===== src/rtl/div_pkg.sv =====
// rtl/div_pkg.sv - shared state encoding and default width for the non-restoring divider
package div_pkg;

  localparam int DEFAULT_WIDTH = 16;

  typedef enum logic [2:0] {
    IDLE = 3'd0,
    LOAD = 3'd1,
    ITER = 3'd2,
    FIX  = 3'd3,
    DONE = 3'd4
  } state_e;

endpackage


===== src/rtl/div_addsub.sv =====
// rtl/div_addsub.sv - combinational WIDTH+1-bit adder/subtractor shared by ITER and FIX
module div_addsub #(
  parameter int WIDTH = 16
) (
  input  logic [WIDTH:0] a_i,
  input  logic [WIDTH:0] b_i,
  input  logic           sub_i,
  output logic [WIDTH:0] y_o
);

  // Two's-complement wrap-around is intended; the sign bit carries the partial-remainder sign.
  always_comb begin
    if (sub_i) begin
      y_o = a_i - b_i;
    end else begin
      y_o = a_i + b_i;
    end
  end

endmodule


===== src/rtl/nonrestoring_divider.sv =====
// rtl/nonrestoring_divider.sv - unsigned non-restoring divider, one quotient bit per cycle
// Optional feature: DIV_ZERO_DETECT_EN short-circuits a zero divisor from LOAD straight to DONE.
module nonrestoring_divider
  import div_pkg::*;
#(
  parameter int WIDTH = DEFAULT_WIDTH
) (
  input  logic             clk,
  input  logic             clr,
  input  logic             start,
  input  logic [WIDTH-1:0] dividend,
  input  logic [WIDTH-1:0] divisor,
  output logic [WIDTH-1:0] quotient,
  output logic [WIDTH-1:0] remainder,
  output logic             busy,
  output logic             done,
  output logic             div_by_zero
);

  localparam int CW = $clog2(WIDTH) + 1;

  state_e           state_q, state_d;
  logic [WIDTH:0]   a_q, a_d;
  logic [WIDTH-1:0] q_q, q_d;
  logic [WIDTH-1:0] m_q, m_d;
  logic [CW-1:0]    cnt_q, cnt_d;
  logic [WIDTH-1:0] quot_q, quot_d;
  logic [WIDTH-1:0] rem_q, rem_d;

  logic [WIDTH:0]   as_a, as_b, as_y;
  logic             as_sub;
  logic [CW-1:0]    cnt_dec;

  // ITER feeds the shifted {A,Q}; FIX feeds A unchanged and always adds M back.
  always_comb begin
    as_b = {1'b0, m_q};
    if (state_q == FIX) begin
      as_a   = a_q;
      as_sub = 1'b0;
    end else begin
      as_a   = {a_q[WIDTH-1:0], q_q[WIDTH-1]};
      as_sub = ~a_q[WIDTH];
    end
  end

  div_addsub #(.WIDTH(WIDTH)) u_addsub (
    .a_i   (as_a),
    .b_i   (as_b),
    .sub_i (as_sub),
    .y_o   (as_y)
  );

  assign cnt_dec = cnt_q - CW'(1);

  always_comb begin
    state_d = state_q;
    a_d     = a_q;
    q_d     = q_q;
    m_d     = m_q;
    cnt_d   = cnt_q;
    quot_d  = quot_q;
    rem_d   = rem_q;
    case (state_q)
      IDLE: begin
        if (start) begin
          state_d = LOAD;
        end
      end
      LOAD: begin
        a_d     = '0;
        q_d     = dividend;
        m_d     = divisor;
        cnt_d   = CW'(WIDTH);
        state_d = ITER;
`ifdef DIV_ZERO_DETECT_EN
        if (divisor == '0) begin
          quot_d  = '1;
          rem_d   = dividend;
          state_d = DONE;
        end
`endif
      end
      ITER: begin
        a_d   = as_y;
        q_d   = {q_q[WIDTH-2:0], ~as_y[WIDTH]};
        cnt_d = cnt_dec;
        if (cnt_dec == '0) begin
          state_d = FIX;
        end
      end
      FIX: begin
        // Results are captured here so they are already valid in the DONE cycle.
        a_d     = a_q[WIDTH] ? as_y : a_q;
        quot_d  = q_q;
        rem_d   = a_q[WIDTH] ? as_y[WIDTH-1:0] : a_q[WIDTH-1:0];
        state_d = DONE;
      end
      DONE: begin
        state_d = IDLE;
      end
      default: begin
        state_d = IDLE;
      end
    endcase
  end

  always_ff @(posedge clk) begin
    if (clr) begin
      state_q <= IDLE;
      a_q     <= '0;
      q_q     <= '0;
      m_q     <= '0;
      cnt_q   <= '0;
      quot_q  <= '0;
      rem_q   <= '0;
    end else begin
      state_q <= state_d;
      a_q     <= a_d;
      q_q     <= q_d;
      m_q     <= m_d;
      cnt_q   <= cnt_d;
      quot_q  <= quot_d;
      rem_q   <= rem_d;
    end
  end

  assign quotient  = quot_q;
  assign remainder = rem_q;
  assign busy      = (state_q == LOAD) || (state_q == ITER) || (state_q == FIX);
  assign done      = (state_q == DONE);

`ifdef DIV_ZERO_DETECT_EN
  logic dbz_q;

  always_ff @(posedge clk) begin
    if (clr) begin
      dbz_q <= 1'b0;
    end else if (state_q == LOAD) begin
      dbz_q <= (divisor == '0);
    end
  end

  assign div_by_zero = done & dbz_q;
`else
  assign div_by_zero = 1'b0;
`endif

endmodule


===== config.mk =====
export PLATFORM = sky130hd
export DESIGN_NAME = nonrestoring_divider
export DESIGN_NICKNAME = d
export VERILOG_FILES = /design/src/rtl/div_pkg.sv /design/src/rtl/div_addsub.sv /design/src/rtl/nonrestoring_divider.sv
export SDC_FILE = /design/constraint.sdc
export NUM_CORES = 1
export LEC_CHECK = 0
export ABC_CLOCK_PERIOD_IN_PS = 4250
export CORE_MARGIN = 2
export CORE_UTILIZATION = 55
export CTS_CLUSTER_DIAMETER = 200
export DETAILED_ROUTE_END_ITERATION = 10
export PLACE_DENSITY_LB_ADDON = 0.12
export SLEW_MARGIN = 10
export SYNTH_ARGS = -nofsm -noshare
export SYNTH_HDL_FRONTEND = slang
export SYNTH_HIERARCHICAL = 1
export SYNTH_SLANG_ARGS = --single-unit

===== constraint.sdc =====
create_clock -name clk -period 4.25 [get_ports clk]
set_clock_uncertainty 0.15 [all_clocks]
set_input_delay 0.85 -clock clk [delete_from_list [all_inputs] [get_ports clk]]
set_output_delay 0.85 -clock clk [all_outputs]
set_load 0.005 [all_outputs]

[Word level (Yosys, flattened, before mapping)]
Cells that the tools add are included.
Word-level totals
  register bits: 89
  input port bits: 35
Cells by class
  muxes and demuxes: 11
  bitwise operators: 2
  add/sub/neg operators: 3
  eq/ne operators: 7
  reduce and logical (&&, ||, !) cells: 8
Operators by type and width (number)
  17-bit 2-to-1 mux: 3
  17-bit case mux with 3 select lines: 1
  16-bit case mux with 2 select lines: 1
  17-bit by 16-bit adder with 17-bit output: 1
  17-bit by 16-bit subtractor with 17-bit output: 1
  16-bit 2-to-1 mux: 1
  3-bit case mux with 4 select lines: 1
  5-bit case mux with 2 select lines: 1
  3-bit by 2-bit == test with 1-bit output (second input constant): 2
  3-bit 2-to-1 mux: 2
  2-bit != test (second input constant): 3
  5-bit zero test: 1
  5-bit by 1-bit subtractor with 5-bit output (second input constant): 1
  2-bit AND reduction: 2
  3-bit by 1-bit == test with 1-bit output (second input constant): 1
  3-bit == test (second input constant): 1
  3-bit zero test: 1
  3-bit nonzero test: 1
  1-bit logical OR: 2
  1-bit inverter: 2
  2-bit nonzero test: 1
  1-bit 2-to-1 mux: 1

[Longest topological paths before layout]
  depth after elaboration: 6
  mapped depth: 20
  gate-level depth less buffers: 15

[By module]
Netlist, hierarchy kept.
By module, submodules not included
  nonrestoring_divider: instances 1, cells an instance 462, area each 3817.4 µm²
  div_addsub: instances 1, cells an instance 158, area each 1113.6 µm²

[Worst setup path before layout]
No wires, ideal clock.
  path kind: register -> register
  start: reg state_q[1]
  end: reg a_q[16]
  data required time: 4.029 ns
  arrival: 3.529 ns
  library setup time: 0.071 ns
  stages on the path, launching flop included: 20
  period minus slack after synthesis: 3.750 ns
  setup slack: 0.500 ns
  cells stage by stage: dfxtp_1 -> buf_2 -> and3b_1 -> buf_2 -> buf_2 -> nor2_1 -> clkbuf_1 -> clkbuf_1 -> o21ai_0 -> xnor2_1 -> ha_1 -> buf_6 -> a21o_1 -> a21o_1 -> a221oi_1 -> o21ai_1 -> xnor2_1 -> nand3b_1 -> a21o_1 -> a21oi_1
Between the ends
  elaborated cells on any way between the ends: 11
  classes of those cells: add/sub (2); eq/ne (3); mux (5); reduce/logical (1)
RTL lines
  start, declared: RTL line nonrestoring_divider.sv:22  | state_e state_q, state_d;
  start signal, assigned: RTL line nonrestoring_divider.sv:117  | state_q <= state_d;
  3-bit by 2-bit == test with 1-bit output *: RTL line nonrestoring_divider.sv:37  | if (state_q == FIX) begin
  1-bit 2-to-1 mux *: RTL line nonrestoring_divider.sv:37
  net as_sub: RTL line nonrestoring_divider.sv:31  | logic as_sub;
  17-bit 2-to-1 mux *: RTL line div_addsub.sv:13  | if (sub_i) begin
  net as_y[16]: RTL line nonrestoring_divider.sv:30  | logic [WIDTH:0] as_a, as_b, as_y;
  17-bit 2-to-1 mux: RTL line nonrestoring_divider.sv:93  | a_d = a_q[WIDTH] ? as_y : a_q;
  17-bit case mux with 3 select lines *: RTL line nonrestoring_divider.sv:63  | case (state_q)
  end signal, assigned: RTL line nonrestoring_divider.sv:110  | a_q <= '0;
  end signal, assigned: RTL line nonrestoring_divider.sv:118  | a_q <= a_d;
  end, declared: RTL line nonrestoring_divider.sv:23  | logic [WIDTH:0] a_q, a_d;
The timed path passes the listed nets; every way through them passes the cells marked *. The select of a mux whose other input is x is not followed.
A chain may end at the register's enable or synchronous reset.

[Worst setup path in the final report]
  start: reg state_q[2]
  end: reg a_q[16]
Between the ends
  cells in the longest elaborated chain, start to end: 6
  elaborated cells on any way between the ends: 11
  classes of those cells: add/sub (2); eq/ne (3); mux (5); reduce/logical (1)
RTL lines (RTL line)
  3-bit by 2-bit == test with 1-bit output *: nonrestoring_divider.sv:37
  17-bit 2-to-1 mux *: nonrestoring_divider.sv:37
  net as_a[9]: nonrestoring_divider.sv:30
  17-bit by 16-bit adder with 17-bit output / 17-bit by 16-bit subtractor with 17-bit output (equally long branches): div_addsub.sv:16, div_addsub.sv:14
  17-bit 2-to-1 mux *: div_addsub.sv:13
  net as_y[16]: nonrestoring_divider.sv:30
  17-bit 2-to-1 mux: nonrestoring_divider.sv:93
  17-bit case mux with 3 select lines *: nonrestoring_divider.sv:63
Marked as above.

==> flow_metrics.env <==
export IMPL_status="complete, no violations"
export IMPL_ys_flop_type="dfxtp_1"
export IMPL_report_final_slew_viol_count=0
export IMPL_first_global_vias=4059
export IMPL_ant_nets=0
export IMPL_vias=4391
export IMPL_max_freq_mhz=278
export IMPL_syn_to_final_growth_pct=17.6
export IMPL_cts_buffers=9
export IMPL_clk_latency_ns=0.36
export IMPL_grt_overflow_total=0
export IMPL_rows=34
export IMPL_arrival_ns=3.73
export IMPL_grt_max_degree=73
export IMPL_ys_warnings_count=6
export IMPL_hold_slack_ns=0.307
export IMPL_fin_nets=724
export IMPL_report_final_setup_viol=0
export IMPL_reg2reg_depth=14
export IMPL_port_buffers=68
export IMPL_synth_fa_ha_area_share_pct=5.23
export IMPL_seq_area_mm2=0.00178
export IMPL_finalNonFillerCells=782
export IMPL_holdPathEnd="quotient[5]"
export IMPL_min_path_cells=2
export IMPL_syn_inst=620
export IMPL_yosys_top_cells_count="nand2_1 (152), dfxtp_1 (89), a21oi_1 (57), nor2_1 (51), a211oi_1 (20)"
export IMPL_antenna_found_initial=0
export IMPL_yosysMostFrequentCell="nand2_1"
export IMPL_ys_top_cells_by_area="dfxtp_1 (36%), nand2_1 (12%), a21oi_1 (5.8%)"
export IMPL_drive_gt1_share_pct=6.53
export IMPL_layout_min_cycle_time_ns=3.59
export IMPL_final_area_mm2=0.00580
export IMPL_grtUsageTotal_pct=23.2
export IMPL_r2r_start="state_q[2]"
export IMPL_powerDensity_mw_per_mm2=433
export IMPL_rrSetupSlack_ns=0.66
export IMPL_clk_pin_slew_ns=0.09
export IMPL_cts_hold_buffers=0
export IMPL_die_h_um=98.7
export IMPL_cts_root_buf="clkbuf_8"
export IMPL_vias_per_cell=5.62
export IMPL_slew_headroom_pct=28.5
export IMPL_die_width_um=98.7
export IMPL_syn_area_mm2=0.00493
export IMPL_grt_pass1_wl_mm=18.7
export IMPL_multi_input_area_mm2=0.00289
export IMPL_diodes=0
export IMPL_start_util_pct=56.5
export IMPL_synthMuxAreaShare_pct=3.96
export IMPL_clk_path_buf_depth=2
export IMPL_cts_max_level=3
export IMPL_drc=0
export IMPL_die_area_mm2=0.00974
export IMPL_synth_simple_area_share_pct=23.1
export IMPL_io_pins=70
export IMPL_seq_area_frac_synth_pct=36.1
export IMPL_post_route_period_util_pct=84.6
export IMPL_yosys_area_top_type_share_pct=36.1
export IMPL_r2r_end="a_q[16]"
export IMPL_tightestPinTransition_ns=1.07
export IMPL_ys_types=58
export IMPL_cp_required_ns=4.38
export IMPL_ctsResizeCount=0
export IMPL_vdd_ir_drop_worst_mv=0.179
export IMPL_critPathMaxFanout=39
export IMPL_critPathLaunchType="flop"
export IMPL_rsz0062_at_grt="false"
export IMPL_post_place_cells=766
export IMPL_cts_repair_timing_setup_buffer_count=0
export IMPL_hp_start="quotient[5]"
export IMPL_drt_first_pass_iters=5
export IMPL_drt_iter0_drc=175
export IMPL_maxCapViolCount=0
export IMPL_routed_wl_mm=11.2
export IMPL_total_leakage_power_nw=2.14
export IMPL_core_region_area_mm2=0.00872
export IMPL_cts_tree="yes"
export IMPL_cts_sinks=89
export IMPL_synth_compound_gate_area_share_pct=20.9
export IMPL_final_hold_viol_count=0
export IMPL_synth_top_family_by_area="simple AND/OR/NAND/NOR gates"
export IMPL_synth_edff_count=0
export IMPL_routabilityCongestion=0.899
export IMPL_ys_async_sr_fraction_pct=0
export IMPL_hold_path_class="reg -> reg"
export IMPL_avgSynthCellArea_um2=7.95
export IMPL_yosys_area_top_type="dfxtp_1"
export IMPL_synth_xor_area_share_pct=5.33
export IMPL_placed_area_mm2=0.00561
export IMPL_wl_per_cell_um=14.3
export IMPL_dpl_hpwl_mm=7.99
export IMPL_end_kind="flop"
export IMPL_tns_ns=0
export IMPL_worstSetupPathType="reg -> reg"
export IMPL_fillers=785
export IMPL_synth_seq_cells=89
==> layer usage <==
layer	up-vias	wire (um)	global-route usage, %
li1	2253	-	-
met1	2007	5440	31.9
met2	115	5090	38.0
met3	16	460	2.62
met4	0	167	8.43
met5	-	0	0
==> report_power, final <==
| part | total (mW) | switching [mW] | internal (mW) | leakage (nW) |
|---|---|---|---|---|
| clock network | 0.590 | 0.311 | 0.278 | 0.0987 |
| logic | 0.970 | 0.553 | 0.417 | 1.31 |
| registers | 0.952 | 0.0572 | 0.895 | 0.723 |
| total | 2.51 | 0.922 | 1.59 | 2.14 |
==> cells by family (layout without fill, tap and decap cells) <==
family,count (synthesis),count (layout)
buf+inv,52,105
compound gates,153,153
xor+xnor,30,30
mux,19,19
simple gates,256,256
fa+ha+maj,20,20
flops,89,89
other cells,1,2
==> how the worst max path moves through the flow <==
stage	startpoint	endpoint	slack (ns)	depth (start not counted)
global placement	m_q[6]	a_q[16]	0.86	14
CTS	m_q[6]	a_q[16]	0.73	14
floorplan	state_q[1]	a_q[16]	0.50	19
global route	state_q[2]	a_q[16]	0.41	16
finish	state_q[2]	a_q[16]	0.66	14
detailed placement	m_q[6]	a_q[16]	0.75	14
==> layout by cell type, fill, tap and decap left out, types with 2 or more instances in the layout <==
cell and instances:
nor4_1 3, nand2b_1 8, clkbuf_1 2, nor4_2 2, a31oi_1 6, nor2_1 51, o211ai_1 4, and3_1 2
nor3_1 9, a21o_1 7, inv_1 10, nand3b_1 3, a311oi_1 13, a22o_1 16, inv_6 3, nand2_1 152
dfxtp_1 89, a211oi_1 20, mux2i_1 18, a21oi_1 57, xor2_1 13, o21a_1 2, conb_1 2, nor2b_1 3
ha_1 19, buf_4 11, clkdlybuf4s50_1 67, nor3b_4 2, or3b_2 4, o21ai_1 2, clkbuf_8 9, or3_1 2
xnor2_1 17, o21ai_0 12, nand3_1 7
==> cell type report <==
class                   instances  share of cell area [%]
clock buffers                  11                    2.27
clock inverters                 5                    1.06
inverters                      10                   0.647
multi-input cells             480                    49.9
flip-flops and latches         89                    30.7
well taps                     108                    2.33
repair buffers                 79                    13.1
==> worst max-delay path: stages, from the launching register on <==
cell and delay, ns:
dfxtp_1 0.32, and3b_2 0.24, buf_4 0.30, buf_4 0.41
nand2_1 0.09, nand2_1 0.07, ha_1 0.28, a21oi_1 0.17
o21ai_0 0.21, a221oi_1 0.39, o21ai_1 0.14, xnor2_1 0.31
nand3b_1 0.12, a21o_1 0.19, a21oi_1 0.11
==> sequential cells by signal, summed over array words and instances, names as in the netlist <==
name,count
a_q,17
cnt_q,5
m_q,16
q_q,16
quotient,16
remainder,16
state_q,3
==> per-stage QoR <==
step | utilization [%] | power [mW] | setup WS [ns]
final | 66.5 | 2.51 | 0.656
after floorplan | - | 1.72 | 0.500
after global routing | 66.5 | 2.67 | 0.415
after detailed placement | 64.3 | 1.93 | 0.751
after global placement | 64.3 | 1.91 | 0.855
after CTS | 66.5 | 2.52 | 0.730
Power figures use the tool's default switching activity.
